[config.mk]
export PLATFORM = sky130hd
export DESIGN_NAME = multi_region_atomicity
export DESIGN_NICKNAME = d
export VERILOG_FILES = /design/src/rtl/atomicity_pkg.sv /design/src/rtl/multi_region_atomicity_region_decode.sv /design/src/rtl/multi_region_atomicity.sv
export SDC_FILE = /design/constraint.sdc
export NUM_CORES = 1
export LEC_CHECK = 0
export CAP_MARGIN = 30
export CORE_UTILIZATION = 39
export DETAILED_ROUTE_END_ITERATION = 7
export PLACE_DENSITY = 0.7
export SYNTH_ARGS = -nofsm -noshare
export SYNTH_HDL_FRONTEND = slang
export SYNTH_SLANG_ARGS = --single-unit
[constraint.sdc]
create_clock -name clk -period 2.2 [get_ports clk]
set_input_delay 0.44 -clock clk [delete_from_list [all_inputs] [get_ports clk]]
set_output_delay 0.44 -clock clk [all_outputs]
set_load 0.005 [all_outputs]
[src/rtl/atomicity_pkg.sv]
// Shared definitions for the multi-region atomicity monitor: FSM state encoding,
// violation cause codes, region count limit and small helpers.
package atomicity_pkg;

    localparam int NUM_REGIONS_MAX = 4;

    typedef enum logic [2:0] {
        ST_NOT_RC  = 3'd0,
        ST_FST_RC  = 3'd1,
        ST_MID_RC  = 3'd2,
        ST_LAST_RC = 3'd3,
        ST_KILL    = 3'd4
    } rc_state_e;

    typedef enum logic [1:0] {
        CAUSE_NONE    = 2'd0,
        CAUSE_ENTRY   = 2'd1,
        CAUSE_EXIT    = 2'd2,
        CAUSE_PREEMPT = 2'd3
    } cause_e;

    function automatic logic [7:0] sat_inc8(input logic [7:0] value);
        return (value == 8'hFF) ? value : value + 8'd1;
    endfunction

endpackage

[src/rtl/multi_region_atomicity_region_decode.sv]
// Address decode for one protected region: first/mid/last/inside flags for the current pc.
module region_decode
    import atomicity_pkg::*;
#(
    parameter logic [15:0] BASE = 16'hE000,
    parameter logic [15:0] SIZE = 16'h1000
) (
    input  logic [15:0] pc,
    output logic        is_first,
    output logic        is_mid,
    output logic        is_last,
    output logic        is_inside
);

    // Last instruction slot is the final halfword of the region.
    localparam logic [15:0] LAST = BASE + SIZE - 16'd2;

    assign is_first  = (pc == BASE);
    assign is_last   = (pc == LAST);
    assign is_mid    = (pc > BASE) && (pc < LAST);
    assign is_inside = (pc >= BASE) && (pc <= LAST);

endmodule

[src/rtl/multi_region_atomicity.sv]
// Enforces atomic execution of up to four code regions: entry only at the first
// instruction, exit only from the last, no irq/DMA inside; violations hold MCU reset.
module multi_region_atomicity
    import atomicity_pkg::*;
#(
    parameter int                          NUM_REGIONS   = 2,
    parameter logic [16*NUM_REGIONS-1:0]   REGION_BASE   = {16'hA000, 16'hE000},
    parameter logic [16*NUM_REGIONS-1:0]   REGION_SIZE   = {16'h0100, 16'h1000},
    parameter logic [15:0]                 RESET_HANDLER = 16'hFFFE
) (
    input  logic        clk,
    input  logic        reset_n,
    input  logic [15:0] pc,
    input  logic        pc_en,
    input  logic        irq,
    input  logic        dma_en,
    output logic        reset,
    output logic [1:0]  cause,
    output logic [1:0]  active_region,
    output logic [7:0]  viol_count
);

    function automatic bit cfg_ok();
        int bi;
        int si;
        int bj;
        int sj;
        bit ok;
        ok = 1'b1;
        for (int i = 0; i < NUM_REGIONS; i++) begin
            bi = int'(REGION_BASE[16*i +: 16]);
            si = int'(REGION_SIZE[16*i +: 16]);
            if ((bi % 2) != 0 || (si % 2) != 0 || si < 4 || (bi + si) > 65536) begin
                ok = 1'b0;
            end
            for (int j = i + 1; j < NUM_REGIONS; j++) begin
                bj = int'(REGION_BASE[16*j +: 16]);
                sj = int'(REGION_SIZE[16*j +: 16]);
                if (bi < bj + sj && bj < bi + si) begin
                    ok = 1'b0;
                end
            end
        end
        return ok;
    endfunction

    if (NUM_REGIONS < 1 || NUM_REGIONS > NUM_REGIONS_MAX) begin : g_count_error
        $fatal(1, "multi_region_atomicity: NUM_REGIONS out of range 1..4");
    end else if (!cfg_ok()) begin : g_cfg_error
        $fatal(1, "multi_region_atomicity: odd, undersized, wrapping or overlapping region");
    end

    logic [NUM_REGIONS_MAX-1:0] first_v_s;
    logic [NUM_REGIONS_MAX-1:0] mid_v_s;
    logic [NUM_REGIONS_MAX-1:0] last_v_s;
    logic [NUM_REGIONS_MAX-1:0] inside_v_s;

    // Unused region slots are tied off so cur can always index a full-width vector.
    for (genvar g = 0; g < NUM_REGIONS_MAX; g++) begin : g_region
        if (g < NUM_REGIONS) begin : g_inst
            region_decode #(
                .BASE (REGION_BASE[16*g +: 16]),
                .SIZE (REGION_SIZE[16*g +: 16])
            ) u_region_decode (
                .pc        (pc),
                .is_first  (first_v_s[g]),
                .is_mid    (mid_v_s[g]),
                .is_last   (last_v_s[g]),
                .is_inside (inside_v_s[g])
            );
        end else begin : g_tie
            assign first_v_s[g]  = 1'b0;
            assign mid_v_s[g]    = 1'b0;
            assign last_v_s[g]   = 1'b0;
            assign inside_v_s[g] = 1'b0;
        end
    end

    rc_state_e   state_r;
    cause_e      cause_r;
    logic [1:0]  cur_r;
    logic        reset_r;
    logic [1:0]  active_r;
    logic [7:0]  count_r;

    logic        first_any_s;
    logic        inside_any_s;
    logic [1:0]  first_idx_s;
    rc_state_e   nxt_state_s;
    cause_e      nxt_cause_s;
    logic [1:0]  nxt_cur_s;

    // Which region (if any) starts at the current pc.
    always_comb begin
        first_idx_s  = 2'd0;
        first_any_s  = |first_v_s;
        inside_any_s = |inside_v_s;
        for (int k = NUM_REGIONS_MAX - 1; k >= 0; k--) begin
            first_idx_s = first_v_s[k] ? 2'(k) : first_idx_s;
        end
    end

    // Next-state decision for the atomicity FSM.
    always_comb begin
        nxt_state_s = state_r;
        nxt_cause_s = cause_r;
        nxt_cur_s   = cur_r;
        case (state_r)
            ST_NOT_RC: begin
                if (first_any_s) begin
                    nxt_state_s = ST_FST_RC;
                    nxt_cur_s   = first_idx_s;
                end else if (inside_any_s) begin
                    nxt_state_s = ST_KILL;
                    nxt_cause_s = CAUSE_ENTRY;
                end else begin
                    nxt_state_s = ST_NOT_RC;
                end
            end
            ST_FST_RC: begin
                if (irq || dma_en) begin
                    nxt_state_s = ST_KILL;
                    nxt_cause_s = CAUSE_PREEMPT;
                end else if (first_v_s[cur_r]) begin
                    nxt_state_s = ST_FST_RC;
                end else if (mid_v_s[cur_r]) begin
                    nxt_state_s = ST_MID_RC;
                end else begin
                    nxt_state_s = ST_KILL;
                    nxt_cause_s = CAUSE_EXIT;
                end
            end
            ST_MID_RC: begin
                if (irq || dma_en) begin
                    nxt_state_s = ST_KILL;
                    nxt_cause_s = CAUSE_PREEMPT;
                end else if (mid_v_s[cur_r]) begin
                    nxt_state_s = ST_MID_RC;
                end else if (last_v_s[cur_r]) begin
                    nxt_state_s = ST_LAST_RC;
                end else begin
                    nxt_state_s = ST_KILL;
                    nxt_cause_s = CAUSE_EXIT;
                end
            end
            ST_LAST_RC: begin
                if (last_v_s[cur_r]) begin
                    nxt_state_s = ST_LAST_RC;
                end else if (!inside_any_s) begin
                    nxt_state_s = ST_NOT_RC;
                end else if (first_any_s && (first_idx_s != cur_r)) begin
                    nxt_state_s = ST_FST_RC;
                    nxt_cur_s   = first_idx_s;
                end else begin
                    nxt_state_s = ST_KILL;
                    nxt_cause_s = CAUSE_EXIT;
                end
            end
            ST_KILL: begin
                if (pc == RESET_HANDLER) begin
                    nxt_state_s = ST_NOT_RC;
                    nxt_cause_s = CAUSE_NONE;
                end else begin
                    nxt_state_s = ST_KILL;
                end
            end
            default: begin
                nxt_state_s = ST_KILL;
                nxt_cause_s = cause_r;
            end
        endcase
    end

    // State and registered outputs; everything freezes while pc is not valid.
    always_ff @(posedge clk or negedge reset_n) begin
        if (!reset_n) begin
            state_r  <= ST_KILL;
            cause_r  <= CAUSE_NONE;
            cur_r    <= 2'd0;
            reset_r  <= 1'b1;
            active_r <= 2'd0;
            count_r  <= 8'd0;
        end else if (pc_en) begin
            state_r  <= nxt_state_s;
            cause_r  <= nxt_cause_s;
            cur_r    <= nxt_cur_s;
            reset_r  <= (nxt_state_s == ST_KILL);
            active_r <= (nxt_state_s == ST_FST_RC || nxt_state_s == ST_MID_RC ||
                         nxt_state_s == ST_LAST_RC) ? nxt_cur_s : 2'd0;
            if (nxt_state_s == ST_KILL && state_r != ST_KILL) begin
                count_r <= sat_inc8(count_r);
            end
        end
    end

    assign reset         = reset_r;
    assign cause         = cause_r;
    assign active_region = active_r;
    assign viol_count    = count_r;

endmodule

==> results of run 1 <==
==> cell families (layout without fill, tap and decap cells) <==
logic type                 after synthesis  in the layout  share of synthesized area
muxes                                    3              3                    0.03030
buffers and inverters                   11             79                    0.03448
DFF                                     18             18                     0.3783
and+or+nand+nor                         56             56                     0.2842
adders and majority gates                1              1                    0.01045
AOI/OAI and AO/OA                       30             30                     0.1891
xor gates and xnor gates                10             10                    0.07315
==> per-layer routing <==
| metal | track usage | up-vias | wire length (microns) |
|---|---|---|---|
| li1 | - | 627 | - |
| met1 | 0.3104 | 659 | 1595 |
| met2 | 0.4037 | 50 | 1782 |
| met3 | 0.04308 | 9 | 219 |
| met4 | 0.1010 | 0 | 82 |
| met5 | 0 | - | 0 |
==> cell type report <==
class,count,area share
tap,31,0.01909
inverter,6,0.01108
multi-input combinational,100,0.4433
clock buffer,4,0.01786
timing repair buffer,69,0.2851
sequential,18,0.2235
==> timing repair <==
item | 4_1_cts | 5_1_grt
gates resized for setup | 42 | 23
buffers inserted | 7 | 3
hold endpoints to repair | 0 | 0
hold buffers | 0 | 0
setup endpoints to repair | 15 | 14
pin swaps | 19 | 12
==> critical path: stages <==
cell,delay [ns]
clkdlybuf4s15_1,0.21
buf_6,0.15
or4b_4,0.55
a31oi_4,0.17
nand3b_1,0.16
o221ai_4,0.22
and3_4,0.22
mux2_4,0.29
==> cell usage after synthesis, drive strengths merged (3+ instances only) <==
cell type	number	share of area
clkbuf	5	0.016
nor3	3	0.013
xnor2	8	0.059
o21ai	7	0.029
nor4	5	0.031
inv	6	0.019
nor2	12	0.038
dfrtp	16	0.33
a31oi	3	0.016
nand4	8	0.042
and3	7	0.041
a21oi	7	0.029
nand2	4	0.013
==> worst paths after layout <==
kind                                from       endpoint  cells after the start
max in group asynchronous        reset_n          reset                      2
max reg2reg                     cur_r[0]  viol_count[1]                      7
min reg2reg                viol_count[6]  viol_count[6]                      1
max                               pc[12]  viol_count[1]                      8
min                              reset_n  viol_count[4]                      2
min in group clk           viol_count[6]  viol_count[6]                      1
==> registers in the layout, indices dropped and copies added, names as in the netlist <==
register / flops
viol_count: 8
cause: 2
reset: 1
cur_r: 2
active_region: 2
state_r: 3
==> metrics by stage <==
step | worst slack, ns | hold WS, ns | cell area (sq um)
2_1_floorplan | -0.01842 | 0.1444 | 1197
3_3_place_gp | -0.5688 | 0.4803 | 1750
3_5_place_dp | -0.6236 | 0.4814 | 1750
4_1_cts | 0.01730 | 0.4553 | 1943
5_1_grt | -0.09086 | 0.4772 | 2032
6_report | -0.02023 | 0.4541 | 2032
==> report_power, final <==
| part | switching (uW) | internal (uW) |
|---|---|---|
| registers | 90.1 | 407 |
| clock network | 104 | 101 |
| logic | 182 | 295 |
| total | 377 | 803 |
==> out/metrics.csv, run 1 <==
stage;metric;value;unit
final_layout;commonest non-fill, non-tap cell in the layout;buf_4;
final_layout;area delta synth->final;69.70;%
detailed_routing;Remaining DRCs;2;
die;die height;57.41;microns
worst_setup_path;crit end category;register;
logic_synthesis;sequential share of the synthesized area;0.3783;
die;Total Die Area;3296;sq um
sta;RSZ-0062 raised after global routing;true;
logic_synthesis;Async SR Flop Fraction;1.000;
pwr;maximum VDD drop;0.5513;mV
clock_network;CTS clock-pin slew for the worst setup and hold paths;0.10;ns
detailed_routing;wire per inst;16.14;microns
logic_synthesis;Synth Flop Type;dfrtp_1;
logic_synthesis;flops & latches, synth;18;
grt;largest net degree at the start of global routing;19;
clock_network;TritonCTS Buffers;3;
detailed_routing;total number of vias;1345;
grt;first-pass GRT wire length;6251;microns
sta;min cycle time layout;2.220;ns
die;row count;19;
grt;gr usage total;0.2428;
final_layout;Final #Nets;220;
sta;clk_skew;0.001326;ns
final_layout;Fillers;213;
die;Starting Density;0.4233;
sta;final setup fails;1;
worst_setup_path;CP required;2.39;ns
worst_setup_path;CP max FO;4;
clock_network;TritonCTS clock tree;done;
placement;GP Congestion;0.8446;
die;io pins;34;
pwr;pwr/cell area;580.6;nW/um^2
sta;final hold vios;0;
logic_synthesis;Mapped Area;1197;sq um
logic_synthesis;Post-Syn Instances;129;
placement;PortBufs;33;
clock_network;CTS Buffer Depth;2;
die;Die Width;57.41;microns
grt;vias in the first global route;1361;
pwr;total power;1180;uW
logic_synthesis;net count after synthesis;151;
pwr;P_leak;0.0008566;uW
clock_network;Root Driver;clkbuf_4;
worst_setup_path;Data arrival, critical path;2.41;ns
logic_synthesis;EDFF count, synth;0;
worst_hold_path;HP Class;input pin to async pin;
sta;Tcrit/Tclk final;1.009;
final_layout;Non-Filler Instances;228;
detailed_routing;post-route ant nets;0;
final_layout;layout cell share with drive strength beyond 1;0.3807;
placement;# placed instances;215;
run_status;status;finished with violations;
logic_synthesis;syn_area_per_cell;9.282;sq um
detailed_routing;via/cell ratio;5.899;
detailed_routing;wirelength, routed;3680;microns
final_layout;Finished Core Util;0.7183;
final_layout;Register Area;454.2;sq um
clock_network;clk sink count;18;
worst_setup_path;Crit Path Category;input pin to register;
clock_network;worst skew pair latency;0.30;ns
worst_setup_path;flop-to-flop setup slack;0.04;ns
detailed_routing;First-pass DRT Iterations;6;
sta;TNS Setup;-0.02023;ns
flow_run;Max Cap Violations;0;
final_layout;area of the multi-input gates;900.9;sq um
clock_network;# H-tree levels;1;
detailed_routing;drt first-iter violations;37;
final_layout;most frequent cells in the layout;34 x buf_4, 17 x clkdlybuf4s50_1, 15 x dfrtp_1;
grt;grt total ovfl;0;
sta;Final WS setup;-0.02023;ns
run_status;failing checks;DRC, setup timing;
placement;detailed placer's ending HPWL;2410;microns
die;core region area;2829;sq um
sta;Slew Limit Fails;0;
logic_synthesis;YS warnings;0;
sta;worst slew pin tran;0.4218;ns
logic_synthesis;Distinct cells, synth;46;
grt;initial antenna violation count;0;
final_layout;diode count;0;
worst_setup_path;crit path launch type;input pin;
sta;Highest Clock Rate;450.4;MHz
sta;Slew HR;0.7166;
No activity file was read; power rests on OpenSTA's default activity.
==> run 2: changes to the inputs <==
--- a/config.mk
+++ b/config.mk
@@ -8,7 +8,7 @@
 export CAP_MARGIN = 30
 export CORE_UTILIZATION = 39
 export DETAILED_ROUTE_END_ITERATION = 7
-export PLACE_DENSITY = 0.7
+export PLACE_DENSITY = 0.67
 export SYNTH_ARGS = -nofsm -noshare
 export SYNTH_HDL_FRONTEND = slang
 export SYNTH_SLANG_ARGS = --single-unit
==> constraint.sdc (replaced) <==
create_clock -name clk -period 2.1 [get_ports clk]
set_input_delay 0.42 -clock clk [delete_from_list [all_inputs] [get_ports clk]]
set_output_delay 0.42 -clock clk [all_outputs]
set_load 0.005 [all_outputs]
==> run 2 against run 1 <==
- the run ends with setup timing left
- total power increased by 2.4%
- sequential power increased by 4.2%
- critical path depth increased by 1
- setup slack improved by 0.011 ns
- die area unchanged
- final cell count decreased by 4.4%
- first-iteration DRC count increased by 43%
- wire length decreased by 4.3%
- clock skew increased by 0.0064 ns
==> out/metrics.csv, run 2 (synthesis results as in run 1) <==
stage;metric;value;unit
run_status;status;finished with violations;
run_status;failing checks;setup timing;
sta;hold slack;0.4315;ns
clock_network;hold-fix buffers at CTS;0;
die;Starting Density;0.4233;
final_layout;layout cell share with drive strength beyond 1;0.3690;
sta;RSZ-0062 raised after global routing;true;
sta;worst slew pin tran;0.5579;ns
worst_setup_path;RR Endpoint;cause[0];
worst_setup_path;flop-to-flop setup slack;0.01;ns
sta;Slew Limit Fails;0;
detailed_routing;met3 routed WL;218;microns
worst_setup_path;CP required;2.30;ns
clock_network;CTS Buffer Depth;2;
final_layout;area of the multi-input gates;863.3;sq um
sta;final hold vios;0;
worst_hold_path;HP Class;input pin to async pin;
grt;grt total ovfl;0;
final_layout;Fillers;215;
final_layout;most frequent cells in the layout;24 x buf_4, 17 x clkdlybuf4s50_1, 14 x dfrtp_1;
pwr;maximum VDD drop;0.5367;mV
grt;initial antenna violation count;0;
die;Total Die Area;3296;sq um
placement;detailed placer's ending HPWL;2385;microns
final_layout;Non-Filler Instances;218;
final_layout;diode count;0;
detailed_routing;wl on met1;1575;microns
sta;Final WS setup;-0.008919;ns
worst_setup_path;R2R Path Start;state_r[0];
sta;Highest Clock Rate;474.2;MHz
pwr;P_leak;0.0007802;uW
detailed_routing;Top Metal Used;met4;
clock_network;TritonCTS clock tree;done;
sta;min cycle time layout;2.109;ns
pwr;pwr/cell area;631.0;nW/um^2
clock_network;CTS clock-pin slew for the worst setup and hold paths;0.11;ns
worst_setup_path;crit end category;register;
detailed_routing;First-pass DRT Iterations;4;
detailed_routing;wire per inst;16.15;microns
die;io pins;34;
placement;GP Congestion;0.8910;
clock_network;Root Driver;clkbuf_4;
detailed_routing;Remaining DRCs;0;
worst_setup_path;Data arrival, critical path;2.30;ns
detailed_routing;met2 WL;1695;microns
detailed_routing;drt first-iter violations;53;
die;core region area;2829;sq um
final_layout;area delta synth->final;59.87;%
grt;gr usage total;0.2179;
clock_network;worst skew pair latency;0.30;ns
detailed_routing;total number of vias;1281;
die;Die Width;57.41;microns
sta;Tcrit/Tclk final;1.004;
placement;# placed instances;211;
worst_setup_path;crit path launch type;input pin;
die;row count;19;
final_layout;Final #Nets;210;
die;die height;57.41;microns
worst_setup_path;R2R depth;6;
placement;pre-CTS WS;-0.7116;ns
final_layout;commonest non-fill, non-tap cell in the layout;buf_4;
clock_network;clk sink count;18;
sta;Slew HR;0.6233;
flow_run;Max Cap Violations;0;
clock_network;TritonCTS Buffers;3;
grt;vias in the first global route;1297;
placement;PortBufs;33;
detailed_routing;wirelength, routed;3520;microns
sta;clk_skew;0.007718;ns
detailed_routing;via/cell ratio;5.876;
sta;final setup fails;1;
detailed_routing;post-route ant nets;0;
final_layout;Largest register FFs;8;
clock_network;# H-tree levels;1;
worst_setup_path;Crit Path Category;input pin to register;
worst_setup_path;CP max FO;4;
final_layout;Register Area;455.4;sq um
grt;first-pass GRT wire length;5616;microns
grt;largest net degree at the start of global routing;19;
[run 2: cell count changes in the layout (fill, tap and decap cells not counted), moves of 2 or more]
cell,before,now
nor2_1,9,11
buf_4,34,24
nor2_2,2,0
buf_2,1,7
dlygate4sd2_1,11,8
clkdlybuf4s15_1,2,0
clkbuf_2,2,0
[run 2: layout make-up]
type | instances | share of cell area
timing repair buffer | 59 | 0.2601
clock buffer | 4 | 0.01895
multi-input combinational | 100 | 0.4510
sequential | 18 | 0.2379
tap | 31 | 0.02026
inverter | 6 | 0.01176
[run 2: how the worst max path moves through the flow]
stage,startpoint,endpoint,slack (ns),cells after the start
4_1_cts,cur_r[0],viol_count[1],0.003,7
5_1_grt,cur_r[0],cause[0],-0.07,7
3_5_place_dp,pc[12],viol_count[1],-0.71,8
3_3_place_gp,pc[12],cause[0],-0.65,9
2_1_floorplan,pc[11],viol_count[1],-0.1,7
6_report,pc[12],viol_count[1],-0.009,9
[run 2: metrics by stage]
stage / cell area [sq um] / setup TNS (ns) / total power (uW) / util
2_1_floorplan: 1197 / -0.1660 / 691.2 / -
3_3_place_gp: 1733 / -8.648 / 961.4 / 0.6126
3_5_place_dp: 1733 / -9.567 / 967.6 / 0.6126
4_1_cts: 1888 / 0 / 1209 / 0.6674
5_1_grt: 1914 / -0.2056 / 1290 / 0.6767
6_report: 1914 / -0.008919 / 1208 / 0.6767
[run 2: critical path: stages]
cell and delay, ns:
clkdlybuf4s15_2 0.21, buf_4 0.15, nor3b_2 0.23, nor2b_4 0.21, o2111ai_4 0.18, a211oi_2 0.29, o221ai_4 0.15, and3_4 0.18
mux2_4 0.29
[run 2: report_power, final]
part           internal [uW]  switching [uW]  leakage, uW  total, uW
logic                    294             177     0.000538        471
registers                426            91.4     0.000221        518
clock network            106             114    0.0000210        219
[run 2: routing by layer]
metal  GRT usage  up-vias
met1      0.2971      627
met3     0.03401        4
li1            -      608
met4     0.08362        0
met2      0.3472       42
met5           0        -
[run 2: what timing repair did]
item	4_1_cts	5_1_grt
resized for setup	64	7
setup buffers	3	0
setup endpoints to repair	16	10
pin swaps	21	3
endpoints found under the hold margin	0	0
==> run 3: changes to the inputs <==
--- a/config.mk
+++ b/config.mk
@@ -7,6 +7,7 @@
 export LEC_CHECK = 0
 export CAP_MARGIN = 30
 export CORE_UTILIZATION = 39
+export CTS_CLUSTER_SIZE = 30
 export DETAILED_ROUTE_END_ITERATION = 7
 export PLACE_DENSITY = 0.67
 export SYNTH_ARGS = -nofsm -noshare
==> results of run 3 <==
Same layout as run 2: the final DEF is identical, and so are final timing and power.
